## config.mk

```make
export PLATFORM = sky130hd
export DESIGN_NAME = wos_stream_sequencer
export DESIGN_NICKNAME = d
export VERILOG_FILES = /design/src/rtl/wos_seq_pkg.sv /design/src/rtl/wrap_updown_ctr.sv /design/src/rtl/wos_stream_sequencer.sv
export SDC_FILE = /design/constraint.sdc
export NUM_CORES = 1
export LEC_CHECK = 0
export ABC_AREA = 1
export CORE_MARGIN = 5
export CORE_UTILIZATION = 40
export CTS_BUF_LIST = sky130_fd_sc_hd__clkbuf_8 sky130_fd_sc_hd__clkbuf_16
export DETAILED_ROUTE_END_ITERATION = 8
export GPL_ROUTABILITY_DRIVEN = 0
export GPL_TIMING_DRIVEN = 1
export PLACE_DENSITY = 0.72
export SKIP_CTS_REPAIR_TIMING = 1
export SLEW_MARGIN = 20
export SYNTH_ARGS = -nofsm -noshare
export SYNTH_HDL_FRONTEND = slang
export SYNTH_SLANG_ARGS = --single-unit
export TNS_END_PERCENT = 5
```

## constraint.sdc

```tcl
create_clock -name clk -period 1.7 [get_ports clk]
set_input_delay 0.51 -clock clk [delete_from_list [all_inputs] [get_ports clk]]
set_output_delay 0.51 -clock clk [all_outputs]
set_load 0.01 [all_outputs]
```

## src/rtl/wos_seq_pkg.sv

```systemverilog
// wos_seq_pkg: mode and FSM state encodings shared by the stream sequencer
package wos_seq_pkg;
   localparam logic [1:0] MODE_SINGLE = 2'b00;
   localparam logic [1:0] MODE_LOOP   = 2'b01;
   localparam logic [1:0] MODE_STEP   = 2'b10;
   typedef enum logic [2:0] {S_IDLE, S_PRIME, S_RUN, S_DRAIN, S_DONE} state_t;
endpackage

```

## src/rtl/wrap_updown_ctr.sv

```systemverilog
// wrap_updown_ctr: modulo up/down counter; simultaneous up and down cancel
module wrap_updown_ctr #(
   parameter int WIDTH   = 8,
   parameter int MODULUS = 256
) (
   input  logic             clk,
   input  logic             rst,
   input  logic             up,
   input  logic             down,
   output logic [WIDTH-1:0] count
);
   localparam logic [WIDTH-1:0] MAX = WIDTH'(MODULUS - 1);
   always_ff @(posedge clk or negedge rst)
      if (!rst) count <= '0;
      else if (up && !down) count <= count == MAX ? '0 : count + 1'b1;
      else if (down && !up) count <= count == '0 ? MAX : count - 1'b1;
endmodule

```

## src/rtl/wos_stream_sequencer.sv

```systemverilog
// wos_stream_sequencer: streams source ROM samples through the rank-order filter
// and writes latency-aligned results to the result RAM at their source address.
module wos_stream_sequencer
   import wos_seq_pkg::*;
#(
   parameter int DATA_BITS = 8,
   parameter int ADDR_BITS = 8,
   parameter int N_SAMPLES = 255,
   parameter int LATENCY   = 1
) (
   input  logic                 clk,
   input  logic                 rst,
   input  logic                 start,
   input  logic [1:0]           mode,
   input  logic                 step,
   input  logic                 abort,
   input  logic                 rd_up,
   input  logic                 rd_down,
   output logic [ADDR_BITS-1:0] src_addr,
   input  logic [DATA_BITS-1:0] src_data,
   output logic                 filt_clr,
   output logic                 filt_en,
   output logic [DATA_BITS-1:0] filt_in,
   input  logic [DATA_BITS-1:0] filt_out,
   output logic                 res_we,
   output logic [ADDR_BITS-1:0] res_waddr,
   output logic [DATA_BITS-1:0] res_wdata,
   output logic [ADDR_BITS-1:0] res_raddr,
   output logic                 busy,
   output logic                 done,
   output logic [7:0]           run_count
);
   localparam logic [ADDR_BITS-1:0] LAST = ADDR_BITS'(N_SAMPLES - 1);

   state_t               state, nxt;
   logic [1:0]           mode_q;
   logic [ADDR_BITS-1:0] in_cnt, out_cnt;
   logic [LATENCY-1:0]   vld;
   logic                 run_ph, adv, wr, go, kill;

   assign run_ph = state == S_RUN || state == S_DRAIN;
   assign adv    = run_ph && !abort && (mode_q != MODE_STEP || step);
   assign wr     = adv && vld[LATENCY-1];
   assign kill   = abort && (run_ph || state == S_PRIME);
   assign go     = nxt == S_PRIME;

   always_ff @(posedge clk or negedge rst)
      if (!rst) state <= S_IDLE;
      else state <= nxt;

   always_comb begin
      nxt = state;
      case (state)
         S_IDLE:  nxt = start ? S_PRIME : S_IDLE;
         S_PRIME: nxt = abort ? S_IDLE : S_RUN;
         S_RUN:   nxt = abort ? S_IDLE : (adv && in_cnt == LAST) ? S_DRAIN : S_RUN;
         S_DRAIN: nxt = abort ? S_IDLE : (wr && out_cnt == LAST) ? S_DONE : S_DRAIN;
         S_DONE:  nxt = (start || mode_q == MODE_LOOP) ? S_PRIME : S_DONE;
         default: nxt = S_IDLE;
      endcase
   end

   // src_addr looks one sample ahead on an advance so the 1-cycle ROM keeps pace
   always_comb begin
      busy      = state == S_PRIME || run_ph;
      done      = state == S_DONE;
      filt_clr  = state == S_PRIME;
      filt_en   = adv;
      filt_in   = (adv && state == S_RUN) ? src_data : '0;
      src_addr  = (adv && state == S_RUN) ? in_cnt + 1'b1 : in_cnt;
      res_we    = wr;
      res_waddr = out_cnt;
      res_wdata = wr ? filt_out : '0;
   end

   always_ff @(posedge clk or negedge rst)
      if (!rst) begin
         mode_q    <= MODE_SINGLE;
         in_cnt    <= '0;
         out_cnt   <= '0;
         vld       <= '0;
         run_count <= '0;
      end else begin
         if (kill || go) begin
            in_cnt  <= '0;
            out_cnt <= '0;
            vld     <= '0;
         end else if (adv) begin
            vld     <= (vld << 1) | LATENCY'(state == S_RUN);
            in_cnt  <= state == S_RUN ? in_cnt + 1'b1 : in_cnt;
            out_cnt <= wr ? out_cnt + 1'b1 : out_cnt;
         end
         if (start && (state == S_IDLE || state == S_DONE))
            mode_q <= (mode == MODE_LOOP || mode == MODE_STEP) ? mode : MODE_SINGLE;
         if (state == S_DRAIN && nxt == S_DONE && run_count != 8'hFF)
            run_count <= run_count + 1'b1;
      end

   wrap_updown_ctr #(.WIDTH(ADDR_BITS), .MODULUS(N_SAMPLES)) u_rd (
      .clk  (clk),
      .rst  (rst),
      .up   (rd_up),
      .down (rd_down),
      .count(res_raddr)
   );
endmodule

```

== After elaboration in Yosys (flattened, before gate mapping) ==
Cells that the tools add are included.

* Bits in registers: 38

* Muxes and demuxes: 24
* Reduce and logical (&&, ||, !) cells: 30
* Eq/ne operators: 14
* $add $sub $neg: 5

{| class="wikitable"
|+ Operators with widths
! kind !! count
|-
| 2-to-1 mux 8 bit || 13
|-
| adder 8 x 1 -> 8 bit (second input constant) || 4
|-
| == test 8 bit (second input constant) || 3
|-
| one-hot mux 3 bit (5 select lines) || 1
|-
| logical AND 1 bit || 12
|-
| 2-to-1 mux 3 bit || 3
|-
| logical NOT 8 bit || 1
|-
| inequality test 8 bit (second input constant) || 1
|-
| nonzero test 2 bit || 4
|-
| subtractor 8 x 1 -> 8 bit (second input constant) || 1
|-
| logical OR 1 bit || 7
|-
| == test 3 x 1 -> 1 bit (second input constant) || 2
|-
| == test 3 x 2 -> 1 bit (second input constant) || 2
|-
| == test 3 bit (second input constant) || 2
|-
| 2-to-1 mux 2 bit || 3
|-
| == test 2 x 1 -> 1 bit (second input constant) || 2
|-
| 2-to-1 mux 1 bit || 4
|-
| AND reduction 2 bit || 2
|-
| logical NOT 1 bit || 3
|-
| logical NOT 3 bit || 1
|-
| == test 2 bit (second input constant) || 1
|-
| inequality test 2 bit (second input constant) || 1
|}

== Logic depth before layout (Yosys ltp) ==
Gate-level depths: netlist of run 1.

* Depth in word-level cells: 13
* Gate-level depth with buffers: 11
* Depth with buffers taken out: 11

== Cells and area by module ==
Synthesis of run 1 repeated with hierarchy kept, for this count alone.

* Cell total of the unflattened synthesis: 426
* Area, all modules: 2,773.9 µm²

{| class="wikitable"
|+ Modules (own cells, without submodules)
! module !! area each (µm²) !! instances !! cells an instance
|-
| wos_stream_sequencer || 1,994.4 || 1 || 299
|-
| wrap_updown_ctr || 779.5 || 1 || 127
|}

== Worst setup path before layout of run 1 ==
Ideal clock, no wire load.

* Path type: input to output
* From: input step
* To: output src_addr[1]
* Buffers on the path: 0
* Stages on the path: 7
* Data required time: 1.190 ns
* Setup slack: -0.099 ns
* Arrival: 1.289 ns
* Cell sequence: inv_1 > nand3b_1 > nand2_2 > nor2_4 > inv_4 > or2_4 > nand2_1

* Cells in the longest elaborated chain, start to end: 4

{| class="wikitable"
|+ RTL lines
! element !! line !! source
|-
| from (decl) || wos_stream_sequencer.sv:15 || <nowiki>input logic step,</nowiki>
|-
| logical OR 1 bit || wos_stream_sequencer.sv:42 || <nowiki>assign adv = run_ph && !abort && (mode_q != MODE_STEP || step);</nowiki>
|-
| logical AND 1 bit || wos_stream_sequencer.sv:42 ||
|-
| logical AND 1 bit || wos_stream_sequencer.sv:70 || <nowiki>src_addr = (adv && state == S_RUN) ? in_cnt + 1'b1 : in_cnt;</nowiki>
|-
| 2-to-1 mux 8 bit || wos_stream_sequencer.sv:70 ||
|-
| to (decl) || wos_stream_sequencer.sv:19 || <nowiki>output logic [ADDR_BITS-1:0] src_addr,</nowiki>
|}

No other way between the ends.

== Worst setup path after layout of run 1 ==
* From: register state[2]
* To: output src_addr[1]

* Cells in the longest elaborated chain, start to end: 6

{| class="wikitable"
|+ RTL lines
! element !! line !! source
|-
| from (decl) || wos_stream_sequencer.sv:35 || <nowiki>state_t state, nxt;</nowiki>
|-
| from (signal assigned) || wos_stream_sequencer.sv:49 || <nowiki>else state <= nxt;</nowiki>
|-
| == test 3 x 2 -> 1 bit (on tied branches) || wos_stream_sequencer.sv:41, wos_stream_sequencer.sv:70 ||
|-
| logical OR 1 bit || wos_stream_sequencer.sv:41 || <nowiki>assign run_ph = state == S_RUN || state == S_DRAIN;</nowiki>
|-
| logical AND 1 bit (2 in series) || wos_stream_sequencer.sv:42 ||
|-
| logical AND 1 bit (*) || wos_stream_sequencer.sv:70 ||
|-
| 2-to-1 mux 8 bit (*) || wos_stream_sequencer.sv:70 ||
|}

Mark *: on every way between the ends. The rest lies on a longest branch, timed or not.

==> summary.md, run 1 <==
• finished, violations left — run status
• negative setup slack — violated checks
• 28.8% — GR Util met2
• 77 — count of input and output buffers
• met2 — most crowded layer after global routing
• 555 — nets
• 12.4 um — Avg WL per Cell
• 5 — number of CTS-inserted buffers
• 0.00249 uW — Lkg Pwr
• 17.6% — clock group share of total power
• 11 — logic depth of the worst register-to-register path
• 39 — largest net degree at the start of global routing
• 4 — worst-path fanout max
• 921 nW/um2 — Power Dens Cells
• 17.1% — GRT Resource Usage Total
• 0 — remaining number of nets flagged by the antenna check after routing
• 50.9% — proportion of power drawn by combinational gates
• 343 ps — actual slew at the worst max-slew pin
• 387 — Post-Syn Instances
• 78 — Top Ports
• 77.0% — relative max-transition margin
• 36.0% — portion of the post-synthesis area used by sequential elements
• 38 — total clock sinks
• 6390 um2 — floorplan core area
• 38 — flip-flop and latch count after synthesis
• 29 — floorplan row count
• 0 — max-slew violation count
• 4 — number of search-and-repair iterations in the first detailed-routing pass
• flop to output port — start-to-end type of the worst setup path
• 2640 um2 — mapped cell area
• 21.5% — met1 Use GR
• 458 MHz — maximum operating frequency
• clkbuf_8 — library cell used as clock root buffer
• 12100 um — global-route wire length before repair
• primary input to asynchronous set/reset pin — class of the most critical hold timing path
• 3.22% — met3 Resource Use GR
• 91.3 um — die extent in y
• 80 ps — Clock Pin Slew Worst Setup and Hold Paths
• 0 — remaining design rule violation count
• 1670 ps — signal arrival time at the worst endpoint
• flop — startpoint class of the critical path
• 102 — drt initial violations
• 2 — deepest level of the CTS H-tree
• 1530 uW — Sw Pwr
• 0.609 mV — worst voltage drop across the vdd grid
• 7410 um — total wirelength of the detailed-routed design
• -1040 ps — pre-CTS setup slack
• 0 — Syn. warnings
• 2 — buffer levels on the longest clock path
• 29 — total setup violations reported at the end of the flow
• 2746 — number of global-route vias before repair
• state[2] — Critical Path Start
• 27.3% — layout cells sized above 1
• 422 — synthesized net count
• 5570 um — placed wire-length estimate
• 6.96 ps — Clock Skew
• 31.5% — sequential cell fraction of total power
• 4.89 — routed via count divided by cell count
• 2180 ps — time the final worst path needs with I/O delays and setup
• 0 — number of endpoints with negative hold slack in the final report
• 56.8% — area growth from synthesis to layout
• 91.3 um — overall die width
• -482 ps — Final WS setup
• yes — RSZ-0062 raised after global routing
• 3810 uW — Tot Pwr
• state[2] — FF-to-FF Start
• 8330 um2 — overall die area
• 0 — # Max-Cap Violations
• 40.2% — proportion of total power due to net switching
• output port — category of the worst setup path capture point
• 1190 ps — Req. time, crit path
• 290 ps — latest clock arrival within the worst-skew pair
• done — CTS tree
• 41.4% — effective utilization at floorplan
• 0 — GRT overflow
• 2926 — via count
• 6.83 um2 — average size of a mapped cell
• 128% — crit share post-route
• 32 — count of unique library cells instantiated by Yosys
• 2280 uW — Internal Power
• 0 — Inserted Diodes
• 0 — initial antenna violation count
[synth_stat cells]
library cell  number  area [um2]
nand4_1            9        56.3
nor2_4             1        11.3
a31o_2             1        8.76
buf_6              2        22.5
a21oi_2            1        8.76
o211ai_4           1        21.3
and3_1             1        6.26
nor3_2             1        10.0
nand3_1           27         135
inv_4              1        6.26
inv_1             48         180
clkbuf_2           1        5.00
xor2_1            11        96.3
dfrtp_1           38         951
nor2_2             2        12.5
a21oi_1           16        80.1
nand2_2            1        6.26
o21ai_2            2        17.5
nand2_1          119         447
buf_2              5        25.0
o31ai_1            1        7.51
nor3b_1            1        7.51
inv_2              3        11.3
buf_4              2        15.0
nor2_1            52         195
or2_4              1        8.76
nand3b_1           2        15.0
o21ai_0           15        75.1
nor3_1             7        35.0
xnor2_1            4        35.0
ha_1              10         125
clkinv_1           1        3.75
[flip-flops by register name, summed over array words and instances (netlist names)]
register	cells
res_waddr	8
run_count	8
state	3
mode_q	2
vld	1
u_rd.count	8
in_cnt	8
[cell type report]
type | instances | area (um2)
inverter | 53 | 201
clock buffer | 6 | 82.6
multi-input combinational | 286 | 1550
timing repair buffer | 136 | 1240
clock inverter | 2 | 12.5
tap | 77 | 96.3
sequential | 38 | 957
fill | 565 | 2250
[worst max-delay path, cell delays in order (launching register included)]
cell and delay, ps:
dfrtp_1 400, inv_2 60, nand2_2 70, nor2_4 120, nand2_2 80, nor2_4 170, inv_4 70, or2_4 260
nand2_2 70, buf_6 90
[kinds of logic after synthesis]
family	count (synthesis)	synth area share (%)
simple gates	224	35.8
buf+inv	63	10.2
flops	38	36.0
compound gates	37	8.29
xor+xnor	15	4.97
fa+ha+maj	10	4.74
[power groups by stage]
stage	Clock, uW	Sequential, uW	Combinational [uW]
2_1_floorplan	0	1210	978
3_3_place_gp	0	1210	1820
3_5_place_dp	0	1210	1840
4_1_cts	700	1190	1860
5_1_grt	736	1220	2160
6_report	671	1200	1940
[layer usage]
layer / vias up / wire [um]
met5: - / 0
met4: 0 / 134
met3: 17 / 294
met2: 86 / 3630
met1: 1347 / 3340
li1: 1476 / -
[metrics by stage]
step                      util, %  instances  setup TNS [ps]  hold slack [ps]  instance area (um2)
after floorplan                 -        387            -958              214                 2640
after global placement       60.5        586          -35370              496                 3860
after detailed placement     60.5        586          -37580              494                 3860
after CTS                    62.0        594          -32970              174                 3960
after global routing         64.8        598          -11840              185                 4140
final                        64.8        598           -9300              167                 4140
[path summary, 6_finish.rpt]
kind,slack [ps],end
max,-480,src_addr[1]
min,170,in_cnt[3]
max reg2reg,80,run_count[4]
min reg2reg,520,res_waddr[5]
max in group asynchronous,1310,u_rd.count[3]
min in group clk,520,res_waddr[5]
[layout by cell type, fill, tap and decap left out, types with 2 or more instances in the layout]
cell | synthesis | layout
inv_1 | 48 | 46
nor2_4 | 1 | 4
nand2_1 | 119 | 103
nand2_2 | 1 | 11
xnor2_1 | 4 | 4
nand4_1 | 9 | 9
nor3_1 | 7 | 6
ha_1 | 10 | 10
buf_6 | 2 | 13
clkbuf_2 | 1 | 10
nand3_1 | 27 | 25
nand2_4 | 0 | 6
dfrtp_2 | 0 | 5
buf_4 | 2 | 51
xor2_1 | 11 | 11
a21oi_1 | 16 | 16
inv_2 | 3 | 5
o21ai_0 | 15 | 15
dfrtp_1 | 38 | 33
nor2_1 | 52 | 47
clkdlybuf4s50_1 | 0 | 21
nand3b_1 | 2 | 2
nor2_2 | 2 | 4
o21ai_2 | 2 | 2
dlymetal6s2s_1 | 0 | 27
buf_2 | 5 | 11
clkbuf_8 | 0 | 6
Note: power is estimated with default switching activity, not from simulation.
==> run 2: changes to the inputs <==
--- a/config.mk
+++ b/config.mk
@@ -5,14 +5,13 @@
 export SDC_FILE = /design/constraint.sdc
 export NUM_CORES = 1
 export LEC_CHECK = 0
-export ABC_AREA = 1
 export CORE_MARGIN = 5
 export CORE_UTILIZATION = 40
 export CTS_BUF_LIST = sky130_fd_sc_hd__clkbuf_8 sky130_fd_sc_hd__clkbuf_16
 export DETAILED_ROUTE_END_ITERATION = 8
 export GPL_ROUTABILITY_DRIVEN = 0
 export GPL_TIMING_DRIVEN = 1
-export PLACE_DENSITY = 0.72
+export PLACE_DENSITY = 0.73
 export SKIP_CTS_REPAIR_TIMING = 1
 export SLEW_MARGIN = 20
 export SYNTH_ARGS = -nofsm -noshare
==> run 2 against run 1 <==
The flow still finishes with violations (negative setup slack). Area after synthesis shrank 5.6%. Final area shrank 0.60%. Wire length grew 2.7%. Global-route usage grew 1.6 points. Critical path depth shrank 4. Worst hold slack gained 100 ps. Clock-buffer cell count is the same. Largest power group unchanged. Highest routed layer unchanged.
==> summary.md, run 2 <==
• 38 x dfrtp_1, 21 x nor2_1, 19 x nand2_1, 18 x clkbuf_1 — ranking of synthesized cells by instance count
• 0 — remaining number of nets flagged by the antenna check after routing, unchanged
• 80 ps — Clock Pin Slew Worst Setup and Hold Paths, about the same
• 5990 um2 — floorplan core area, -6.2%
• 1240 uW — Sw Pwr, -19%
• 1190 ps — Req. time, crit path, about the same
• 68.7% — core utilization of the finished layout, +3.9 points
• 2720 ps — time the final worst path needs with I/O delays and setup, +535 ps
• 2 — deepest level of the CTS H-tree, unchanged
• 2490 um2 — mapped cell area, -5.6%
• 2625 — number of global-route vias before repair, -4.4%
• 117 — drt initial violations, +15%
• 0 — initial antenna violation count, unchanged
• 36.5% — sequential cell fraction of total power, +5.0 points
• 5 — worst-path fanout max, +1
• dfrtp_1 — biggest area consumer among synthesized cells
• 0.00225 uW — Lkg Pwr, -9.5%
• 2 — buffer levels on the longest clock path, unchanged
• dfrtp_1 38%, ha_1 5.0%, xnor2_1 4.2% — cell types with the largest area share after synthesis
• 5.36 — routed via count divided by cell count, +9.6%
• 4 — number of search-and-repair iterations in the first detailed-routing pass, unchanged
• 2210 ps — signal arrival time at the worst endpoint, +540 ps
• 38 — flip-flop and latch count after synthesis, unchanged
• 499 — number of standard cells in the layout, taps in and fillers out, -17%
• 283 — Post-Syn Instances, -27%
• 41.6% — effective utilization at floorplan, +0.27 points
• 39 — largest net degree at the start of global routing, unchanged
• 28 — floorplan row count, -3.4%
• 0 — count of flip-flops with a built-in enable after synthesis, unchanged
• 0 — # Max-Cap Violations, unchanged
• 38.1% — portion of the post-synthesis area used by sequential elements, +2.1 points
• -1610 ps — pre-CTS setup slack, -578 ps
• 15.2 um — Avg WL per Cell, +23%
• 0.826 mV — worst voltage drop across the vdd grid, +36%
• 493 ps — actual slew at the worst max-slew pin, +150 ps
• primary input to asynchronous set/reset pin — class of the most critical hold timing path
• 50 — total setup violations reported at the end of the flow, +72%
• 38 — total clock sinks, unchanged
• 7610 um — total wirelength of the detailed-routed design, +2.7%
• simple AND/OR/NAND/NOR gates — CP delay by family, top
• 7910 um2 — overall die area, -5.0%
• 77 — count of input and output buffers, unchanged
• dfrtp_1 — top-count cell post-synth
• finished, violations left — run status
• 78 — Top Ports, unchanged
• 0 — number of endpoints with negative hold slack in the final report, unchanged
• 8.81 um2 — average size of a mapped cell, +29%
• 486 — total instance count after detailed placement, -17%
• done — CTS tree
• 44.2% — proportion of power drawn by combinational gates, -6.7 points
• 69 x buf_4, 28 x dlymetal6s2s_1, 27 x dfrtp_1 — most used cells in the layout excluding fill and tap cells
• 5.42 ps — Clock Skew, -1.54 ps
• 67.1% — relative max-transition margin, -9.9 points
• 368 MHz — maximum operating frequency, -20%
• -1020 ps — Final WS setup, -535 ps
• 0 — GRT overflow, unchanged
• 1 — count of buffer and inverter cells on the critical path, -2
• 2160 uW — Internal Power, -5.2%
• 50 — count of unique library cells instantiated by Yosys, +56%
• flop to output port — start-to-end type of the worst setup path
• 272 ps — worst slack on hold paths, +104 ps
• buf_4 — leading cell type in the layout, fill and taps excluded
• 89.0 um — die extent in y, -2.5%
• 0 — max-slew violation count, unchanged
• 4120 um2 — Layout Cell Area excl Fill, -0.60%
• 5 — number of CTS-inserted buffers, unchanged
• yes — RSZ-0062 raised after global routing
• 19.3% — clock group share of total power, +1.7 points
• negative setup slack — violated checks
• 160% — crit share post-route, +31 points
• or4_4 — Max stage delay cell, worst path
• 2676 — via count, -8.5%
• 100% — Post-synth ARST share, unchanged
• 550 ps — maximum single-stage delay on the critical path, +150 ps
• clkbuf_8 — library cell used as clock root buffer
• 89.0 um — overall die width, -2.5%
• 318 — synthesized net count, -25%
• output port — category of the worst setup path capture point
• 3810 um2 — placed instance area, -1.2%
• 458 — nets, -17%
• 38.1% — fraction of post-synthesis cell area in the top cell type by area, +2.1 points
• 18.8% — GRT Resource Usage Total, +1.6 points
• 826 nW/um2 — Power Dens Cells, -10%
• 0 — remaining design rule violation count, unchanged
• 36.4% — proportion of total power due to net switching, -3.7 points
• dfrtp_1 — Primary FF master, synth
• flop — startpoint class of the critical path
• 65.0% — area growth from synthesis to layout
• 11800 um — global-route wire length before repair, -2.1%
• 290 ps — latest clock arrival within the worst-skew pair, about the same
• or3b_4, or3_4, or4_4, nand2_2, buf_6 — critical path, cell by cell
• 38.4% — layout cells sized above 1, +11 points
• 0 — Inserted Diodes, unchanged
• 5520 um — placed wire-length estimate, -0.92%
• 0 — Syn. warnings, unchanged
## run 2: cell count changes after synthesis, moves of 10 or more
cell,before,now
inv_1,48,12
nor2_1,52,21
clkbuf_1,0,18
and2_1,0,10
nand3_1,27,14
nand2_1,119,19
## run 2: cells by family (layout without fill, tap and decap cells)
group                      count (synthesis)  after routing  share of synthesized area (%)
DFF                                       38             38                           38.1
buffers and inverters                     32            173                           4.92
xor gates and xnor gates                  17             17                           5.97
and+or+nand+nor                          127            127                           29.4
AOI/OAI and AO/OA                         56             56                           15.2
adders and majority gates                 10             10                           5.02
muxes                                      3              3                           1.35
## run 2: metrics by stage
step / TNS [ps] / power, uW
floorplan: -12760 / 1880
global placement: -54070 / 2650
detailed placement: -55620 / 2680
CTS: -48720 / 3340
global route: -25340 / 3640
finish: -20010 / 3400
## run 2: per-layer routing
layer	GRT usage (%)	part of all wire [%]	vias up
met5	0	0	-
met4	3.25	0.80	0
met3	4.42	6.5	8
met2	32.6	49	84
met1	24.3	44	1281
li1	-	-	1303
## run 2: cell type report
type	instances	area [um2]
Tap cell	75	93.8
Clock buffer	6	82.6
Clock inverter	2	12.5
Inverter	12	45.0
Fill cell	473	1880
Timing Repair Buffer	153	1310
Multi-Input combinational cell	213	1610
Sequential cell	38	965
## run 2: final timing paths
kind / startpoint / endpoint / slack (ps) / cells past startpoint
min in group clk: run_count[0] / run_count[0] / 530 / 1
max: state[2] / src_addr[7] / -1020 / 5
min reg2reg: run_count[0] / run_count[0] / 530 / 1
max in group asynchronous: rst / run_count[2] / 1060 / 2
min: rst / res_waddr[4] / 270 / 2
max reg2reg: state[2] / in_cnt[7] / -270 / 4
## run 2: power groups by stage
stage               Combinational, uW  Clock (uW)  Sequential (uW)
floorplan                         713           0             1170
CTS                              1460         665             1210
finish                           1500         657             1240
global placement                 1430           0             1220
detailed placement               1450           0             1220
global route                     1670         708             1270
